<file path="src/rtl/demux_1x4_3bits_reg.sv">
// ---------------------------------------------------------------------------
// demux_1x4_3bits_reg
//   Registered 1-to-4 demultiplexer. A WIDTH-bit word is steered either by
//   the explicit select {s1,s0} or by an internal round-robin pointer into one
//   of four holding registers. Each channel tracks full / overrun status so
//   consumers can drain channels independently with a per-channel ack.
//
// Ports
//   clk       in   rising-edge clock
//   reset     in   asynchronous active-high reset (clears data and control)
//   d         in   WIDTH  data word to distribute
//   d_valid   in   d is presented this cycle
//   s0, s1    in   manual select LSB / MSB
//   auto      in   1 = round-robin pointer selects, 0 = {s1,s0} selects
//   ack       in   4      ack[i] releases channel i
//   clr_ovr   in   clears all overrun flags (and the drop counter)
//   m0..m3    out  WIDTH  channel holding registers
//   full      out  4      channel holds unconsumed data
//   ovr       out  4      sticky overrun flag per channel
//   f0, f1    out  effective destination index LSB / MSB
//   ready     out  current destination can accept d this cycle
//   ovr_cnt   out  4      saturating dropped-write count
//                         (only when DEMUX_OVR_COUNT_EN is defined)
//
// Build option
//   DEMUX_OVR_COUNT_EN : adds the ovr_cnt port and its counter.
// ---------------------------------------------------------------------------
module demux_1x4_3bits_reg #(
  parameter int WIDTH = 3
) (
  input  logic             clk,
  input  logic             reset,
  input  logic [WIDTH-1:0] d,
  input  logic             d_valid,
  input  logic             s0,
  input  logic             s1,
  input  logic             auto,
  input  logic [3:0]       ack,
  input  logic             clr_ovr,
  output logic [WIDTH-1:0] m0,
  output logic [WIDTH-1:0] m1,
  output logic [WIDTH-1:0] m2,
  output logic [WIDTH-1:0] m3,
  output logic [3:0]       full,
  output logic [3:0]       ovr,
  output logic             f0,
  output logic             f1,
  output logic             ready
`ifdef DEMUX_OVR_COUNT_EN
  ,
  output logic [3:0]       ovr_cnt
`endif
);

  logic [WIDTH-1:0] r_m [4];
  logic [3:0]       r_full;
  logic [3:0]       r_ovr;
  logic [1:0]       r_ptr;

  logic [1:0]       w_dest;
  logic             w_ready;
  logic             w_wr;
  logic             w_drop;

  // Select lines are used live; nothing is latched from {s1,s0}.
  assign w_dest  = auto ? r_ptr : {s1, s0};
  // An ack on the destination frees the slot in the same cycle, so a
  // write-with-ack to a full channel is accepted rather than dropped.
  assign w_ready = ~r_full[w_dest] | ack[w_dest];
  assign w_wr    = d_valid & w_ready;
  assign w_drop  = d_valid & ~w_ready;

  assign f0    = w_dest[0];
  assign f1    = w_dest[1];
  assign ready = w_ready;

  assign m0   = r_m[0];
  assign m1   = r_m[1];
  assign m2   = r_m[2];
  assign m3   = r_m[3];
  assign full = r_full;
  assign ovr  = r_ovr;

  // Channel registers, status flags and pointer
  always_ff @(posedge clk or posedge reset) begin
    if (reset) begin
      for (int i = 0; i < 4; i++) r_m[i] <= '0;
      r_full <= '0;
      r_ovr  <= '0;
      r_ptr  <= '0;
    end else begin
      for (int i = 0; i < 4; i++) begin
        if (w_wr && (w_dest == 2'(i))) begin
          r_m[i]    <= d;
          r_full[i] <= 1'b1;     // a same-edge write beats the ack
        end else if (ack[i]) begin
          r_full[i] <= 1'b0;
        end

        if (w_drop && (w_dest == 2'(i)))
          r_ovr[i] <= 1'b1;      // a same-edge drop beats clr_ovr
        else if (clr_ovr)
          r_ovr[i] <= 1'b0;
      end

      if (auto && w_wr)
        r_ptr <= r_ptr + 2'd1;
    end
  end

`ifdef DEMUX_OVR_COUNT_EN
  logic [3:0] r_ovr_cnt;

  function automatic logic [3:0] sat_inc4(input logic [3:0] c);
    return (c == 4'hF) ? c : c + 4'd1;
  endfunction

  // Dropped-write counter
  always_ff @(posedge clk or posedge reset) begin
    if (reset)
      r_ovr_cnt <= '0;
    else if (clr_ovr)
      r_ovr_cnt <= w_drop ? 4'd1 : 4'd0;
    else if (w_drop)
      r_ovr_cnt <= sat_inc4(r_ovr_cnt);
  end

  assign ovr_cnt = r_ovr_cnt;
`endif

endmodule

</file>
<file path="config.mk">
export PLATFORM = sky130hd
export DESIGN_NAME = demux_1x4_3bits_reg
export DESIGN_NICKNAME = d
export VERILOG_FILES = /design/src/rtl/demux_1x4_3bits_reg.sv
export SDC_FILE = /design/constraint.sdc
export NUM_CORES = 1
export LEC_CHECK = 0
export CELL_PAD_IN_SITES_DETAIL_PLACEMENT = 1
export CELL_PAD_IN_SITES_GLOBAL_PLACEMENT = 1
export CORE_MARGIN = 2
export CORE_UTILIZATION = 40
export CTS_BUF_LIST = sky130_fd_sc_hd__clkbuf_4 sky130_fd_sc_hd__clkbuf_8
export CTS_CLUSTER_DIAMETER = 60
export CTS_CLUSTER_SIZE = 12
export DETAILED_ROUTE_END_ITERATION = 10
export DONT_BUFFER_PORTS = 1
export PLACE_DENSITY_LB_ADDON = 0.1
export SLEW_MARGIN = 25
export SYNTH_ARGS = -nofsm -noshare
export SYNTH_HDL_FRONTEND = slang
export SYNTH_SLANG_ARGS = --single-unit
export TNS_END_PERCENT = 5
</file>
<file path="constraint.sdc">
create_clock -name clk -period 3.4 [get_ports clk]
set_clock_uncertainty 0.15 [all_clocks]
set_input_delay 0.17 -clock clk [delete_from_list [all_inputs] [get_ports clk]]
set_output_delay 0.17 -clock clk [all_outputs]
set_load 0.02 [all_outputs]
</file>
# Word-level counts from Yosys, hierarchy flattened

Index checks and enable logic that the tools add are counted.

Output and inout bits: 23
Bits of input ports: 14
Flip-flop bits (word level): 22

Bitwise operators: 5
Reductions and logical operators: 18
Muxes and demuxes: 18
Equality and inequality tests: 3
$add $sub $neg: 1
$lt $le $gt $ge: 1

Operators by type and width:

| cell                                                 | number |
|---|---|
| nonzero test 2 bit                                   | 8 |
| two-way mux 1 bit                                    | 15 |
| logical AND 1 bit                                    | 9 |
| binary-select mux 1 bit (select 2 bit)               | 2 |
| equality test 2 bit (second input constant)          | 2 |
| < comparator 2 x 3 -> 1 bit (second input constant)  | 1 |
| adder 2 x 1 -> 2 bit (second input constant)         | 1 |
| bitwise AND 1 bit                                    | 2 |
| equality test 2 x 1 -> 1 bit (second input constant) | 1 |
| logical NOT 2 bit                                    | 1 |
| two-way mux 2 bit                                    | 1 |
| NOT 1 bit                                            | 2 |
| bitwise OR 1 bit                                     | 1 |

# Depth between registers and ports, before layout

Word-level depth: 9
Mapped depth: 4
Gate-level depth less buffers: 4

# Worst setup path before layout

Ideal clock, no wire load.

Path type: register to output
Start point: register r_ptr[1]
End point: output port ready
Path slack: 1555 ps
Cell stages (with the launch flop): 5
Data arrival time: 1525 ps
Cell sequence: dfrtp_1 -> mux2_4 -> or3b_2 -> nand3_1 -> o21ai_0

Word-level cells in the longest chain between the ends: 5
Elaborated cells between the ends (all ways): 7
Those cells by class: mux: 5; bitwise: 2

RTL lines:

| element                                 | line | text |
|---|---|---|
| start, declared                         | 58   | `logic [1:0] r_ptr;` |
| start signal, assigned                  | 107  | `r_ptr <= r_ptr + 2'd1;` |
| two-way mux 2 bit *                     | 66   | `assign w_dest = auto ? r_ptr : {s1, s0};` |
| net f1                                  | 47   | `output logic f1,` |
| binary-select mux 1 bit (select 2 bit)  | 69   | `assign w_ready = ~r_full[w_dest] \| ack[w_dest];` |
| two-way mux 1 bit (not written as such) | 69   |  |
| NOT 1 bit                               | 69   |  |
| bitwise OR 1 bit *                      | 69   |  |
| end, declared                           | 48   | `output logic ready` |

The timed path passes the listed nets; every way through them passes the cells marked *. The select of a mux whose other input is x is not followed.

# Worst setup path after layout

Same ends and word-level chain as after synthesis.

==> reports/qor.json <==
{
  "status": {
    "outcome": "finished, final reports clean"
  },
  "sta": {
    "final.setup.tns_ns": 0,
    "slew_headroom_pct": 42.1,
    "finalHoldViolCount": 0,
    "min_period_ns": 2.28,
    "rsz0062_at_grt": "false",
    "fmax_ghz": 0.438,
    "setup_violations": 0,
    "worst-slew-pin-transition_ns": 0.868,
    "period_share_pct": 67.2,
    "final_max_slew_viol_count": 0,
    "worst_hold_slack_ns": 0.0107
  },
  "grt": {
    "grt_antenna_before_repair": 0,
    "grt_first_pass_wirelength_mm": 3.17,
    "grt_usage_pct": 15.9,
    "grt_start_max_net_pins": 23,
    "overflow_left_after_global_routing": 0,
    "grt_pass1_vias": 668
  },
  "worst_setup_path": {
    "r2r_cells": 4,
    "worstPathArrival_ns": 1.96,
    "worstSetupPathType": "flip-flop to output port",
    "reg2reg_to": "m0[1]",
    "path_max_fanout": 8,
    "startpoint_type": "flip-flop",
    "worst_ep_required_time_ns": 3.08,
    "r2r-start": "r_ptr[1]",
    "reg2reg_setup_slack_ns": 1.48,
    "critPathCaptureType": "output port"
  },
  "floorplan": {
    "placeableCoreArea_um2": 2410,
    "fp.dieArea_um2": 2880,
    "floorplan.die.height_um": 53.7,
    "pin_count": 37,
    "num_rows": 18,
    "initial_cell_density_of_the_core_pct": 41.0,
    "die_width_um": 53.7
  },
  "power": {
    "switching_share_pct": 39.4,
    "combinationalPowerShare_pct": 24.1,
    "power.switching_uw": 353,
    "power.share.clock_pct": 15.7,
    "internal_power_uw": 544,
    "power.density_cell_area_nw_per_um2": 772,
    "peakVddDrop_mv": 0.382,
    "power_uw": 897,
    "power.share.sequential_pct": 60.2,
    "total_leakage_power_uw": 0.000510
  },
  "logic_synthesis": {
    "netlist_top_cells_area": "sky130_fd_sc_hd__dfrtp_1 (56%), sky130_fd_sc_hd__mux2_2 (11%), sky130_fd_sc_hd__mux2_4 (7.6%)",
    "synth.yosys.seq_area_share_pct": 55.7,
    "synth_fp_nets": 92,
    "synth.distinct_cells": 23,
    "ys_ff_latch": 22,
    "syn_area_per_cell_um2": 12.7,
    "synthDominantCellAreaShare_pct": 55.7,
    "summed_instance_area_of_the_synthesized_netlist_um2": 988,
    "yosysTopAreaCell": "sky130_fd_sc_hd__dfrtp_1",
    "synth_cells": 78,
    "synthesis.yosys.warnings": 0
  },
  "placed_design": {
    "placement.io_buffers": 0,
    "finalWeightedCongestion": 0.694,
    "place.detailed.hpwl_mm": 1.55,
    "placed_cells_incl_taps": 108
  },
  "clocking": {
    "cts.root.buffer_cell": "sky130_fd_sc_hd__clkbuf_4",
    "insertion_delay_ns": 0.30,
    "cts.path.max_buffers": 2,
    "post_cts_setup_repair_buffer_count": 0,
    "cts_tree": "done",
    "cts.repair.resized": 0,
    "cts_sinks": 22,
    "cts_hold_buffers": 10,
    "cts_inserted_buffers": 3,
    "clk_pin_slew_ns": 0.12,
    "htree_num_levels": 1
  },
  "cells_and_area": {
    "most_frequent_standard_cell_in_the_layout_excluding_fill_and_tap_cells": "sky130_fd_sc_hd__dfrtp_1",
    "layout.cells.non_filler": 122,
    "multi_input_area_um2": 415,
    "antennaDiodeCount": 0,
    "fill_cells": 257,
    "layout-drive-gt1-share_pct": 26.1,
    "final_net_count": 107,
    "flow.area_growth_from_synthesis_pct": 17.6,
    "regArea_um2": 551,
    "layout_common_cells": "sky130_fd_sc_hd__dfrtp_1 (22), sky130_fd_sc_hd__mux2_2 (10), sky130_fd_sc_hd__dlygate4sd3_1 (10), sky130_fd_sc_hd__inv_1 (6), sky130_fd_sc_hd__mux2_4 (5)"
  },
  "worst_hold_path": {
    "worstHoldStart": "ack[1]",
    "worst_hold_path.num_cells": 3,
    "timing.hold.worst_endpoint": "r_ptr[1]",
    "hold_path_class": "input pin to flip-flop"
  },
  "routing": {
    "totalWireLength_mm": 2.10,
    "vias": 680,
    "route.detailed.vias_per_inst": 5.57,
    "drt-wirelength-per-cell_um": 17.2,
    "ant_nets": 0,
    "detailedRoute.firstPassIterationCount": 4,
    "drt_first_iter_violations": 5,
    "drc": 0
  },
  "job": {
    "maxCapViolations": 0
  }
}
==> registers in the layout (all words and copies together) (netlist names) <==
register and flops:
full 4, m0 3, m1 3, m2 3, m3 3, ovr 4
r_ptr 2
==> cell type report <==
cell class                 count  area share, %
sequential                    22           47.4
multi-input combinational     50           35.7
tap                           30           3.23
timing repair buffer          10           8.61
inverter                       6           1.94
clock buffer                   4           3.12
==> per-stage QoR <==
| step | area, um2 | worst slack (ns) | utilization [%] |
|---|---|---|---|
| floorplan | 988 | 1.55 | - |
| global placement | 1030 | 1.48 | 42.6 |
| detailed placement | 1030 | 1.44 | 42.6 |
| CTS | 1160 | 1.10 | 48.2 |
| global route | 1160 | 1.02 | 48.2 |
| finish | 1160 | 1.12 | 48.2 |
==> kinds of logic (layout without fill, tap and decap cells) <==
logic type | after synthesis | after routing | share of synthesized area, %
compound gates | 13 | 13 | 8.61
buf+inv | 6 | 20 | 2.28
flops | 22 | 22 | 55.7
mux | 16 | 16 | 20.4
simple gates | 21 | 21 | 13.0
==> power groups by stage <==
stage	clock [uW]	combinational, uW	sequential, uW
global route	157	238	555
detailed placement	0	208	548
finish	141	216	541
floorplan	0	181	525
CTS	146	219	543
global placement	0	204	547
==> worst max-delay path, stage by stage (launching register included) <==
cell	delay (ns)
sky130_fd_sc_hd__dfrtp_1	0.45
sky130_fd_sc_hd__mux2_4	0.36
sky130_fd_sc_hd__or3b_2	0.50
sky130_fd_sc_hd__nand3_1	0.10
sky130_fd_sc_hd__o21ai_0	0.26
==> cell usage after synthesis <==
| cell | n |
|---|---|
| sky130_fd_sc_hd__nor3_1 | 1 |
| sky130_fd_sc_hd__a21oi_1 | 2 |
| sky130_fd_sc_hd__nand2b_1 | 4 |
| sky130_fd_sc_hd__or3_4 | 1 |
| sky130_fd_sc_hd__mux2_4 | 5 |
| sky130_fd_sc_hd__mux2i_2 | 1 |
| sky130_fd_sc_hd__mux2_2 | 10 |
| sky130_fd_sc_hd__o2bb2ai_1 | 1 |
| sky130_fd_sc_hd__nor2b_1 | 2 |
| sky130_fd_sc_hd__nand4_1 | 1 |
| sky130_fd_sc_hd__or3b_2 | 1 |
| sky130_fd_sc_hd__dfrtp_1 | 22 |
| sky130_fd_sc_hd__nand2_4 | 1 |
| sky130_fd_sc_hd__nor2_1 | 4 |
| sky130_fd_sc_hd__nand3_1 | 3 |
| sky130_fd_sc_hd__or2b_1 | 1 |
| sky130_fd_sc_hd__a41oi_1 | 1 |
| sky130_fd_sc_hd__inv_1 | 6 |
| sky130_fd_sc_hd__nand2_1 | 1 |
| sky130_fd_sc_hd__o21ai_0 | 3 |
| sky130_fd_sc_hd__a32oi_1 | 2 |
| sky130_fd_sc_hd__and2_2 | 1 |
| sky130_fd_sc_hd__o22ai_1 | 4 |
==> metal layers <==
layer | vias to the layer above | track usage, % | wire length [um]
li1 | 310 | - | -
met1 | 346 | 19.5 | 871
met2 | 22 | 26.4 | 1070
met3 | 2 | 5.00 | 144
met4 | 0 | 5.13 | 15
met5 | - | 0 | 0
==> worst max path at each step <==
stage	endpoint	from	slack [ns]
after floorplan	ready	r_ptr[1]	1.55
final	ready	r_ptr[1]	1.12
after global placement	ready	r_ptr[1]	1.48
after global routing	ready	r_ptr[1]	1.02
after detailed placement	ready	r_ptr[1]	1.44
after CTS	ready	r_ptr[1]	1.10
No activity file was read; power rests on OpenSTA's default activity.
